[src/rtl/mmcm_drp_reconfig_ctrl.sv]
// mmcm_drp_reconfig_ctrl
//   Run-time sequencer that retargets MMCME2_ADV CLKOUT1 between divide-30
//   (sel = 1) and divide-50 (sel = 0) through the DRP. The MMCM is held in
//   reset while the ClkReg1/ClkReg2 pair is read-modify-written, then it is
//   released and LOCKED is awaited.
// Ports
//   board_clk_i     100 MHz clock, also MMCM DCLK
//   RESETn_i        async active-low reset
//   req_i/sel_i     start request and target profile (sampled in IDLE only)
//   busy_o          sequence in progress
//   done_o          one-cycle success pulse
//   err_o/err_code_o sticky error, 01 = DRDY timeout, 10 = lock timeout
//   cur_sel_o       last successfully programmed profile
//   lock_lost_o     sticky, LOCKED fell while idle
//   mmcm_rst_o      MMCM reset request
//   daddr_o/di_o/den_o/dwe_o/do_i/drdy_i  DRP master port
//   locked_i        MMCM LOCKED (already in board_clk_i domain)
module mmcm_drp_reconfig_ctrl #(
  parameter logic Sysclk33M   = 1'b1,
  parameter int   RstHold     = 16,
  parameter int   DrdyTimeout = 64,
  parameter int   LockTimeout = 65536
) (
  input  logic        board_clk_i,
  input  logic        RESETn_i,
  input  logic        req_i,
  input  logic        sel_i,
  output logic        busy_o,
  output logic        done_o,
  output logic        err_o,
  output logic [1:0]  err_code_o,
  output logic        cur_sel_o,
  output logic        lock_lost_o,
  output logic        mmcm_rst_o,
  output logic [6:0]  daddr_o,
  output logic [15:0] di_o,
  output logic        den_o,
  output logic        dwe_o,
  input  logic [15:0] do_i,
  input  logic        drdy_i,
  input  logic        locked_i
);

  // One shared counter serves all three timed phases, sized for the longest.
  localparam int CntMax0 = (RstHold > DrdyTimeout) ? RstHold : DrdyTimeout;
  localparam int CntMax  = (CntMax0 > LockTimeout) ? CntMax0 : LockTimeout;
  localparam int CntW    = $clog2(CntMax + 1);

  localparam logic [CntW-1:0] RstHoldC = CntW'(RstHold);
  localparam logic [CntW-1:0] DrdyC    = CntW'(DrdyTimeout);
  localparam logic [CntW-1:0] LockC    = CntW'(LockTimeout);
  localparam logic [CntW-1:0] CntOne   = CntW'(1);

  localparam logic [1:0] ErrNone = 2'b00;
  localparam logic [1:0] ErrDrdy = 2'b01;
  localparam logic [1:0] ErrLock = 2'b10;

  typedef enum logic [3:0] {
    IDLE, RST_HOLD, RD_REQ, RD_WAIT, WR_REQ, WR_WAIT,
    RELEASE, WAIT_LOCK, DONE, ERR
  } state_e;

  state_e          state_q, state_d;
  logic [CntW-1:0] cnt_q, cnt_dec;
  logic            cnt_zero;
  logic            idx_q, tgt_q;
  logic [15:0]     di_q;
  logic            err_q, cur_sel_q, lock_lost_q, locked_prev_q;
  logic [1:0]      err_code_q;
  logic            rd_phase, wr_phase, drp_ack;
  logic [6:0]      reg_addr;
  logic [15:0]     keep_mask, new_bits;

  // Register table: idx 0 = ClkReg1 (high/low time), idx 1 = ClkReg2.
  always_comb begin
    reg_addr  = idx_q ? 7'h09 : 7'h08;
    keep_mask = idx_q ? 16'hFC00 : 16'hF000;
    new_bits  = idx_q ? 16'h0000 : (tgt_q ? 16'h03CF : 16'h0659);
  end

  assign cnt_zero = (cnt_q == '0);
  assign cnt_dec  = cnt_zero ? '0 : cnt_q - CntOne;
  assign rd_phase = (state_q == RD_REQ) || (state_q == RD_WAIT);
  assign wr_phase = (state_q == WR_REQ) || (state_q == WR_WAIT);
  // A response in the same cycle as den_o is accepted as well.
  assign drp_ack  = drdy_i && (rd_phase || wr_phase);

  // State register
  always_ff @(posedge board_clk_i or negedge RESETn_i) begin
    if (!RESETn_i) state_q <= IDLE;
    else           state_q <= state_d;
  end

  // Next-state logic; drdy_i/locked_i win over an expiring counter.
  always_comb begin
    state_d = state_q;
    case (state_q)
      IDLE:      if (req_i) state_d = RST_HOLD;
      RST_HOLD:  if (cnt_q <= CntOne) state_d = RD_REQ;
      RD_REQ:    state_d = drdy_i ? WR_REQ : RD_WAIT;
      RD_WAIT:   if (drdy_i) state_d = WR_REQ;
                 else if (cnt_zero) state_d = ERR;
      WR_REQ:    if (drdy_i) state_d = idx_q ? RELEASE : RD_REQ;
                 else state_d = WR_WAIT;
      WR_WAIT:   if (drdy_i) state_d = idx_q ? RELEASE : RD_REQ;
                 else if (cnt_zero) state_d = ERR;
      RELEASE:   state_d = WAIT_LOCK;
      WAIT_LOCK: if (locked_i) state_d = DONE;
                 else if (cnt_zero) state_d = ERR;
      DONE:      state_d = IDLE;
      ERR:       state_d = IDLE;
      default:   state_d = IDLE;
    endcase
  end

  // Output decode
  always_comb begin
    busy_o     = 1'b1;
    done_o     = 1'b0;
    mmcm_rst_o = 1'b0;
    den_o      = 1'b0;
    dwe_o      = 1'b0;
    daddr_o    = '0;
    case (state_q)
      IDLE:     busy_o = 1'b0;
      RST_HOLD: mmcm_rst_o = 1'b1;
      RD_REQ:   begin mmcm_rst_o = 1'b1; den_o = 1'b1; daddr_o = reg_addr; end
      WR_REQ:   begin mmcm_rst_o = 1'b1; den_o = 1'b1; dwe_o = 1'b1; daddr_o = reg_addr; end
      RD_WAIT,
      WR_WAIT:  begin mmcm_rst_o = 1'b1; daddr_o = reg_addr; end
      DONE:     done_o = 1'b1;
      default:  ;
    endcase
  end

  // Datapath: counter, table index, write data and status flags
  always_ff @(posedge board_clk_i or negedge RESETn_i) begin
    if (!RESETn_i) begin
      cnt_q         <= '0;
      idx_q         <= 1'b0;
      tgt_q         <= Sysclk33M;
      di_q          <= '0;
      err_q         <= 1'b0;
      err_code_q    <= ErrNone;
      cur_sel_q     <= Sysclk33M;
      lock_lost_q   <= 1'b0;
      locked_prev_q <= 1'b0;
    end else begin
      locked_prev_q <= locked_i;
      case (state_q)
        IDLE: begin
          if (req_i) begin
            tgt_q       <= sel_i;
            err_q       <= 1'b0;
            err_code_q  <= ErrNone;
            lock_lost_q <= 1'b0;
            cnt_q       <= RstHoldC;
            idx_q       <= 1'b0;
          end else if (locked_prev_q && !locked_i) begin
            lock_lost_q <= 1'b1;
          end
        end
        RST_HOLD, RD_WAIT, WR_WAIT, WAIT_LOCK: cnt_q <= cnt_dec;
        RD_REQ, WR_REQ: cnt_q <= DrdyC;
        RELEASE:        cnt_q <= LockC;
        DONE:           cur_sel_q <= tgt_q;
        ERR:            err_q <= 1'b1;
        default: ;
      endcase
      if (drp_ack && rd_phase) di_q <= (do_i & keep_mask) | new_bits;
      if (drp_ack && wr_phase && !idx_q) idx_q <= 1'b1;
      if (state_d == ERR && state_q != ERR)
        err_code_q <= (state_q == WAIT_LOCK) ? ErrLock : ErrDrdy;
    end
  end

  assign di_o        = di_q;
  assign err_o       = err_q;
  assign err_code_o  = err_code_q;
  assign cur_sel_o   = cur_sel_q;
  assign lock_lost_o = lock_lost_q;

endmodule

[config.mk]
export PLATFORM = sky130hd
export DESIGN_NAME = mmcm_drp_reconfig_ctrl
export DESIGN_NICKNAME = d
export VERILOG_FILES = /design/src/rtl/mmcm_drp_reconfig_ctrl.sv
export SDC_FILE = /design/constraint.sdc
export NUM_CORES = 1
export LEC_CHECK = 0
export CAP_MARGIN = 20
export CORE_MARGIN = 2
export CORE_UTILIZATION = 45
export CTS_BUF_LIST = sky130_fd_sc_hd__clkbuf_4 sky130_fd_sc_hd__clkbuf_8
export DETAILED_ROUTE_END_ITERATION = 8
export PLACE_DENSITY_LB_ADDON = 0.25
export SYNTH_ARGS = -nofsm -noshare
export SYNTH_HDL_FRONTEND = slang
export SYNTH_SLANG_ARGS = --single-unit
[constraint.sdc]
create_clock -name board_clk_i -period 2.8 [get_ports board_clk_i]
set_clock_uncertainty 0.05 [all_clocks]
set_input_delay 0.7 -clock board_clk_i [delete_from_list [all_inputs] [get_ports board_clk_i]]
set_output_delay 0.7 -clock board_clk_i [all_outputs]
set_load 0.01 [all_outputs]
==> impl_metrics.ini <==
[routing]
met3_length_um = 274
drt_pass1_iterations = 6
wl_um = 4633
top_layer = met4
drt.antenna.violating_nets = 0
vias_per_cell = 5.568
wl_met2_um = 2189
vias = 1793
wl_met1_um = 2103
avgRoutedWirePerCell_um = 14.39
drc = 0
drt_iter0_drc = 71

[pwr]
p_sw_w = 0.001190
switching_share_pct = 38.83
p_leak_nw = 1.176
pwr-share-comb_pct = 49.8
clkPwrFrac_pct = 18.5
p_per_area_nw_per_um2 = 1130
internal_power_w = 0.001874
pwr-share-seq_pct = 31.7
finalPower_w = 0.003064
peakVddDrop_mv = 0.4319

[setup_path]
worstSetupStartpointType = flip-flop
slowest_delay_ns = 0.61
crit_slowest_cell = clkdlybuf4s50_1
r2r_cells = 5
crit_family = buffers and inverters
cp.required_ns = 2.05
crit_path_end_kind = primary output
cp_data_arrival_time_ns = 1.93
crit_fanout = 7
critPathKind = reg2out
crit_path_cell_trace = xnor2_2 -> nor3_1 -> clkdlybuf4s50_1
r2r-end = cnt_q[14]
reg2reg_from = cnt_q[4]
critical_path_buf_inv_count = 1
rrSetupSlack_ns = 0.60

[floorplanning]
ios = 55
die_h_um = 73.14
dieArea_um2 = 5349
core_um2 = 4661
rows = 25
start_util_pct = 46.15
die_w_um = 73.14

[yosys]
synth_cells = 229
synth_ff_type = dfrtp_1
syn_area_um2 = 2151
synth_seq_cells = 38
synth-edff-count = 0
syn_avg_cell_area_um2 = 9.392
ys.warnings.count = 0
ys_async_sr_fraction_pct = 100.0
ys_seq_area_share_pct = 44.33
ys_types = 57

[sta]
finalCritPeriodShare_pct = 95.68
slew_violations = 0
final_hold_viol_count = 0
tns_ns = 0
period_needed_ns = 2.679
fmax_mhz = 373.3
layout_setup_ws_ns = 0.1208
finalSetupViolations = 0
rsz0062_at_grt = false
slew-limit-headroom_pct = 42.13
tightest_slew_ns = 0.8681

[hold_path]
whs_endpoint = di_o[10]
hold_path.class = reg2reg
worstHoldPathCells = 2
hp-start = di_o[10]

[clock_network]
cts_buffer_depth = 2
clk_latency_ns = 0.30
cts_root_buffer = clkbuf_8
cts_htree_levels = 2
clkSinkCount = 38
postCtsSetupRepairBufs = 0
cts_made_buffers = 5
cts_tree = done
path_clk_slew_ns = 0.09

[cells_and_area]
final_util_pct = 58.17
fillers = 415
fin_nets = 292
num_antenna_cells = 0
areaGrowthSynthToFinish_pct = 26.06
stdcell_area_um2 = 2711
layout-drive-gt1-share_pct = 14.18
multi_input_area_um2 = 1079
ff_latch_area_um2 = 954.7

[grt]
grt_pass1_wl_um = 7783
grt_start_max_net_pins = 39
gr-usage-all-layers_pct = 18.64
antenna_found_initial = 0
grt_remaining_overflow = 0
grt_pass1_vias = 1635

[placed_design]
place_hpwl_um = 3194
place_ws_ns = 0.3626
placement.io_buffers = 38
placed_area_um2 = 2559
gp_congestion = 0.8149

[status]
status = finished clean

[job]
maxCapViolations = 0
## worst reg2reg max path, cell delays in order (launching register included)
cell	delay [ns]
dfrtp_1	0.46
or4_4	0.63
nor3b_4	0.31
a21boi_1	0.23
nor2_2	0.30
nor2_1	0.10
## cells in the mapped netlist, types with 2 or more instances
| library cell | number | area [µm²] |
|---|---|---|
| or2_1 | 2 | 12.51 |
| nor3_2 | 2 | 20.02 |
| nor2b_1 | 2 | 12.51 |
| o21ai_1 | 5 | 25.02 |
| a22o_1 | 2 | 17.52 |
| nor3_1 | 9 | 45.04 |
| a21o_1 | 3 | 22.52 |
| dfstp_2 | 2 | 52.55 |
| and3_1 | 2 | 12.51 |
| xnor2_1 | 2 | 17.52 |
| clkbuf_1 | 8 | 30.03 |
| nand3_1 | 8 | 40.04 |
| nand3b_1 | 4 | 30.03 |
| o21ai_0 | 10 | 50.05 |
| xor2_1 | 7 | 61.31 |
| a31oi_1 | 5 | 31.28 |
| mux2_2 | 6 | 67.56 |
| a21oi_1 | 13 | 65.06 |
| inv_1 | 6 | 22.52 |
| nor2_1 | 19 | 71.32 |
| ha_1 | 3 | 37.54 |
| nand2_1 | 15 | 56.30 |
| nand2b_1 | 8 | 50.05 |
| nor4_1 | 4 | 25.02 |
| buf_4 | 12 | 90.09 |
| dfrtp_1 | 36 | 900.9 |
| and2_1 | 4 | 25.02 |
## power groups by stage
stage / clock network (W) / logic (W) / registers [W]
finish: 0.000568 / 0.00152 / 0.000971
global route: 0.000602 / 0.00169 / 0.00101
CTS: 0.000580 / 0.00152 / 0.000967
detailed placement: 0 / 0.00150 / 0.000975
global placement: 0 / 0.00150 / 0.000967
floorplan: 0 / 0.000985 / 0.000944
## repair_timing
action                     4_1_cts  5_1_grt
setup endpoints to repair        0        3
gates resized for setup          0        3
hold buffers                     0        0
hold endpoints to repair         0        0
## flip-flops by register name, summed over array words and instances, names as in the netlist
signal,cells
di_o,9
cnt_q,17
lock_lost_o,1
cur_sel_o,1
err_code_o,2
err_o,1
state_q,4
tgt_q,1
idx_q,1
locked_prev_q,1
## how the worst max path moves through the flow
stage                from             to  slack, ns  depth (start not counted)
2_1_floorplan  state_q[1]     daddr_o[0]       0.67                          5
5_1_grt        state_q[0]         done_o       0.02                          3
3_5_place_dp     locked_i  err_code_o[0]       0.36                          7
6_report       state_q[2]          den_o       0.12                          3
4_1_cts        state_q[0]         busy_o       0.10                          4
3_3_place_gp       drdy_i  err_code_o[0]       0.37                          7
## layer usage
layer  GRT usage [%]  vias to the layer above
met5               0                        -
li1                -                      870
met3           4.420                       10
met1           24.63                      857
met4           5.556                        0
met2           30.33                       56
## per-stage QoR
stage               hold WS (ns)  cells
finish                    0.4348    322
global route              0.4623    322
CTS                       0.4415    322
detailed placement        0.4214    314
global placement          0.4143    314
floorplan                 0.3544    234
## kinds of logic (layout without fill, tap and decap cells)
kind of cell             after synthesis  in the layout  synth area share (%)
adder cells (fa/ha/maj)                3              3                 1.745
multiplexers                           7              7                 3.665
flip-flops                            38             38                 44.33
other                                  1              6                0.1744
XOR/XNOR                               9              9                 3.665
AO/OA/AOI/OAI                         53             53                 15.88
AND/OR/NAND/NOR                       90             90                 23.50
buffers and inverters                 28             62                 7.039
## cell type report
cell class              count  area share [%]
clock buffers               5           2.538
clock inverters             3           2.538
inverters                   6          0.8306
multi-input cells         168           39.78
flip-flops and latches     38           35.21
well taps                  54           2.492
repair buffers             48           16.61
## layout by cell type, fill, tap and decap left out, drive strengths merged, types with 7 or more instances in the layout
cell type and instances:
a21oi 13, buf 11, clkdlybuf4s50 37, dfrtp 36
mux2 7, nand2 15, nand2b 8, nand3 8
nor2 21, nor3 11, o21ai 15, xor2 7
Power figures use the tool's default switching activity.
==> edit 1: new RTL, same flow settings <==
Set the parameter `RstHold` to 32 (it was 16).
--- a/src/rtl/mmcm_drp_reconfig_ctrl.sv
+++ b/src/rtl/mmcm_drp_reconfig_ctrl.sv
@@ -17,7 +17,7 @@
 //   locked_i        MMCM LOCKED (already in board_clk_i domain)
 module mmcm_drp_reconfig_ctrl #(
   parameter logic Sysclk33M   = 1'b1,
-  parameter int   RstHold     = 16,
+  parameter int   RstHold     = 32,
   parameter int   DrdyTimeout = 64,
   parameter int   LockTimeout = 65536
 ) (
Formal check against the unedited RTL: same outputs for any inputs over 10 cycles, from zero or initial values and one cycle with RESETn_i low; that may be too few to reach the edited logic, so the function may still have changed.
==> edit 1 against the unedited design <==
Worst setup slack worse by 21 ps. Critical path depth stayed put. Sequential cell count stayed put. Wire length is 2.9% lower. Synthesized area is 0.64% lower. Global-route usage is 0.75 points lower. Final area is 2.2% lower. Combinational power is 19% higher. Count of clock-buffer cells in the layout stayed put. Power is 9.8% higher. Largest power group unchanged.
==> edit 1: results (changes against the unedited design) <==
status: completed
routed wire length: 4500 µm (-2.9%)
hold depth: 2 (unchanged)
synth top area cells: dfrtp_1 42%, buf_4 4.2%, nor2_1 4.0%
Warnings, synthesis: 0 (unchanged)
worst r2r path cells: 5 (unchanged)
largest net degree at the start of global routing: 39 (unchanged)
layout cell share with drive strength beyond 1: 14.0% (-0.16 points)
Final nets: 288 (-1.4%)
IO buf count: 38 (unchanged)
GRT Overall Usage: 17.9% (-0.75 points)
Filler Cells Inserted: 415 (unchanged)
Leak: 0.00115 µW (-1.9%)
DRT Pass-1 Iters: 4 (-2)
post-synthesis sequential area ratio: 44.6% (+0.29 points)
ys async rst share: 100% (unchanged)
vias per cell: 5.43 (-2.4%)
Least-Margin Pin Slew: 852 ps (-15.8 ps)
htree depth: 2 (unchanged)
CTS Buf Count: 5 (unchanged)
post_cts resized: 0 (unchanged)
initial antenna violation count: 0 (unchanged)
vias in the first global route: 1599 (-2.2%)
critical-path maximum fanout: 6 (-1)
first-pass GRT wire length: 7400 µm (-4.9%)
Peak VDD IR: 491 µV (+14%)
Post-Place Setup Slack: 408 ps (+45.1 ps)
synth unique cells: 54 (-5.3%)
maximum clock path buffer count: 2 (unchanged)
WP data arrival: 1950 ps (+20 ps)
Biggest register: cnt_q
max FFs per register: 17 (unchanged)
Clock Pin Slew Worst Setup and Hold Paths: 80 ps
most frequent cells after synthesis: 36 x dfrtp_1, 23 x nor2_1, 20 x nand2_1, 14 x o21ai_0, 12 x buf_4
gpl congestion: 0.836 (+2.6%)
Post-CTS Setup Bufs: 0 (unchanged)
initial drt markers: 124 (+75%)
DP HPWL: 3160 µm (-0.98%)
ANT cells: 0 (unchanged)
-- edit 1: cell count changes after synthesis, sizes merged, moves of 3 or more --
cell,before,now
a21o,3,0
a21oi,13,10
nand2,15,20
nand2b,8,5
nand3b,4,1
nor2,21,25
xnor2,2,7
xor2,7,2
-- edit 1: power by group --
group	total, µW	switching (µW)	internal, µW
Clock	567	210	357
Sequential	985	211	774
Combinational	1810	927	885
-- edit 1: worst max-delay path, cell delays in order (launching register included) --
cell             delay [ps]
dfrtp_1                 450
or3_1                   420
nor2_1                  210
clkdlybuf4s50_1         570
-- edit 1: cell type report --
| class | count | area share (%) |
|---|---|---|
| clock buffer | 5 | 2.59 |
| clock inverter | 3 | 2.59 |
| inverter | 8 | 1.13 |
| multi-input combinational | 165 | 39.1 |
| sequential | 38 | 35.9 |
| tap | 54 | 2.55 |
| timing repair buffer | 45 | 16.1 |
-- edit 1: routing by layer --
layer	part of all wire (%)	wire (µm)	up-vias	GRT usage, %
li1	-	-	857	-
met1	48	2150	818	23.7
met2	47	2120	47	29.0
met3	4.1	185	6	4.42
met4	0.89	40	0	5.35
met5	0	0	-	0
-- edit 1: kinds of logic (layout without fill, tap and decap cells) --
family / Yosys count / in the layout / synth area share, %
AOI/OAI and AO/OA: 48 / 48 / 15.1
xor gates and xnor gates: 9 / 9 / 3.69
adders and majority gates: 3 / 3 / 1.76
buffers and inverters: 31 / 61 / 7.79
DFF: 38 / 38 / 44.6
muxes: 9 / 9 / 4.63
other: 1 / 6 / 0.175
and+or+nand+nor: 90 / 90 / 22.2
-- edit 1: final timing paths --
check                              endpoint  slack, ps       start
worst max register to register     cnt_q[8]        670    cnt_q[4]
worst max-delay path                 done_o        100  state_q[1]
worst min register to register     di_o[11]        440    di_o[11]
worst min-delay path               di_o[11]        440    di_o[11]
min in group asynchronous       lock_lost_o        460    RESETn_i
max in group asynchronous         cnt_q[14]       1700    RESETn_i
-- edit 1: metrics by stage --
step	instance area [µm²]	std cells
6_report	2650	318
5_1_grt	2650	318
4_1_cts	2650	318
3_5_place_dp	2510	310
3_3_place_gp	2510	310
2_1_floorplan	2160	234
==> edit 2: new RTL, same flow settings <==
Made on the original files. Register the output `err_o` once more, cleared by the reset; this adds one clock of latency there. The other outputs are not delayed to match.
--- a/src/rtl/mmcm_drp_reconfig_ctrl.sv
+++ b/src/rtl/mmcm_drp_reconfig_ctrl.sv
@@ -175,7 +175,13 @@
   end
 
   assign di_o        = di_q;
-  assign err_o       = err_q;
+  always_ff @(posedge board_clk_i or negedge RESETn_i) begin
+    if (!RESETn_i) begin
+      err_o <= '0;
+    end else begin
+      err_o <= err_q;
+    end
+  end
   assign err_code_o  = err_code_q;
   assign cur_sel_o   = cur_sel_q;
   assign lock_lost_o = lock_lost_q;
Function: same outputs for any inputs over 10 cycles, from zero or initial values and one cycle with RESETn_i low; that may be too few to reach the edited logic, so the function may still have changed.
==> edit 2 against the unedited design <==
Sequential power shrank 2%. Final area fell by 2.8%. Register-to-register slack got worse by 210 ps. Worst setup slack lost 2.9 ps. Combinational power increased by 18%. Fmax is 0.11% lower. Wire length shrank 8.0%. Sequential cell count up 1. Critical path type unchanged. Synthesized area about the same. Via count is 5.6% lower. Power grew 1.6%.
==> edit 2: results (changes against the unedited design) <==
flop-to-flop setup slack: 390 ps (-210 ps)
hold endpoint: err_o
Filler Cells Inserted: 418 (+0.72%)
M1 GR Usage: 25.6% (+0.97 points)
fmax: 373 MHz (-0.11%)
WHS: 365 ps (-70.2 ps)
Syn Inst Count: 224 (-2.2%)
Placed Area: 2550 µm² (-0.44%)
DRT Pass-1 Iters: 4 (-2)
Post-Place Setup Slack: 172 ps (-190 ps)
Peak VDD IR: 655 µV (+52%)
Final nets: 286 (-2.1%)
most frequent cells after synthesis: 37 x dfrtp_1, 23 x nor2_1, 20 x nand2_1, 13 x buf_4
post-synthesis sequential area ratio: 45.5% (+1.2 points)
GRT Overall Usage: 17.9% (-0.72 points)
worst r2r dst: cnt_q[5]
status: completed
met2 wire length: 1910 µm (-13%)
Hold Crit Start: err_q
synth top area cells: dfrtp_1 43%, buf_4 4.5%, mux2_2 4.2%
DP HPWL: 3110 µm (-2.8%)
met2 usage: 26.5% (-3.8 points)
critical-path maximum fanout: 4 (-3)
vias post-DR: 1693 (-5.6%)
routed wire length: 4260 µm (-8.0%)
Least-Margin Pin Slew: 958 ps (+90.1 ps)
largest net degree at the start of global routing: 40 (+2.6%)
hold depth: 0 (-2)
footprint of the multi-input gates: 1020 µm² (-5.6%)
synth unique cells: 53 (-7.0%)
vias per cell: 5.36 (-3.8%)
## edit 2: changes by cell type in the layout (fill, tap and decap cells not counted), sizes merged, moves of 3 or more
| cell | unedited run | this run |
|---|---|---|
| o21ai | 15 | 8 |
| nand2 | 15 | 20 |
| nand3 | 8 | 3 |
| a211oi | 1 | 5 |
| a31oi | 5 | 1 |
| inv | 6 | 10 |
| nand4 | 1 | 5 |
| nor3 | 11 | 7 |
| a21oi | 13 | 10 |
| nand2b | 8 | 5 |
| nor2 | 21 | 24 |
## edit 2: timing repair
action | in CTS | in global routing
setup endpoints to repair | 0 | 1
gates resized for setup | 0 | 1
hold buffers | 0 | 0
hold endpoints to repair | 0 | 0
setup buffers | 0 | 0
## edit 2: cell families after synthesis
| kind of cell | share of synthesized area [%] |
|---|---|
| AOI/OAI and AO/OA | 13.4 |
| DFF | 45.5 |
| and+or+nand+nor | 21.8 |
| other | 0.174 |
| adders and majority gates | 2.21 |
| muxes | 4.19 |
| xor gates and xnor gates | 4.48 |
| buffers and inverters | 8.21 |
## edit 2: report_power, final
group / internal (µW) / switching [µW]
combinational: 883 / 911
sequential: 779 / 174
clock: 170 / 195
total: 1830 / 1280
## edit 2: area by class of cell
type,instances,area share (%)
clock buffer,5,2.61
clock inverter,3,0.570
inverter,10,1.42
multi-input combinational,157,38.6
sequential,39,37.1
tap,54,2.56
timing repair buffer,48,17.1
## edit 2: worst max-delay path, cell delays in order (launching register included)
cell and delay [ps]:
dfrtp_1 390, nand2b_1 200, a211oi_1 430, clkdlybuf4s50_1 620
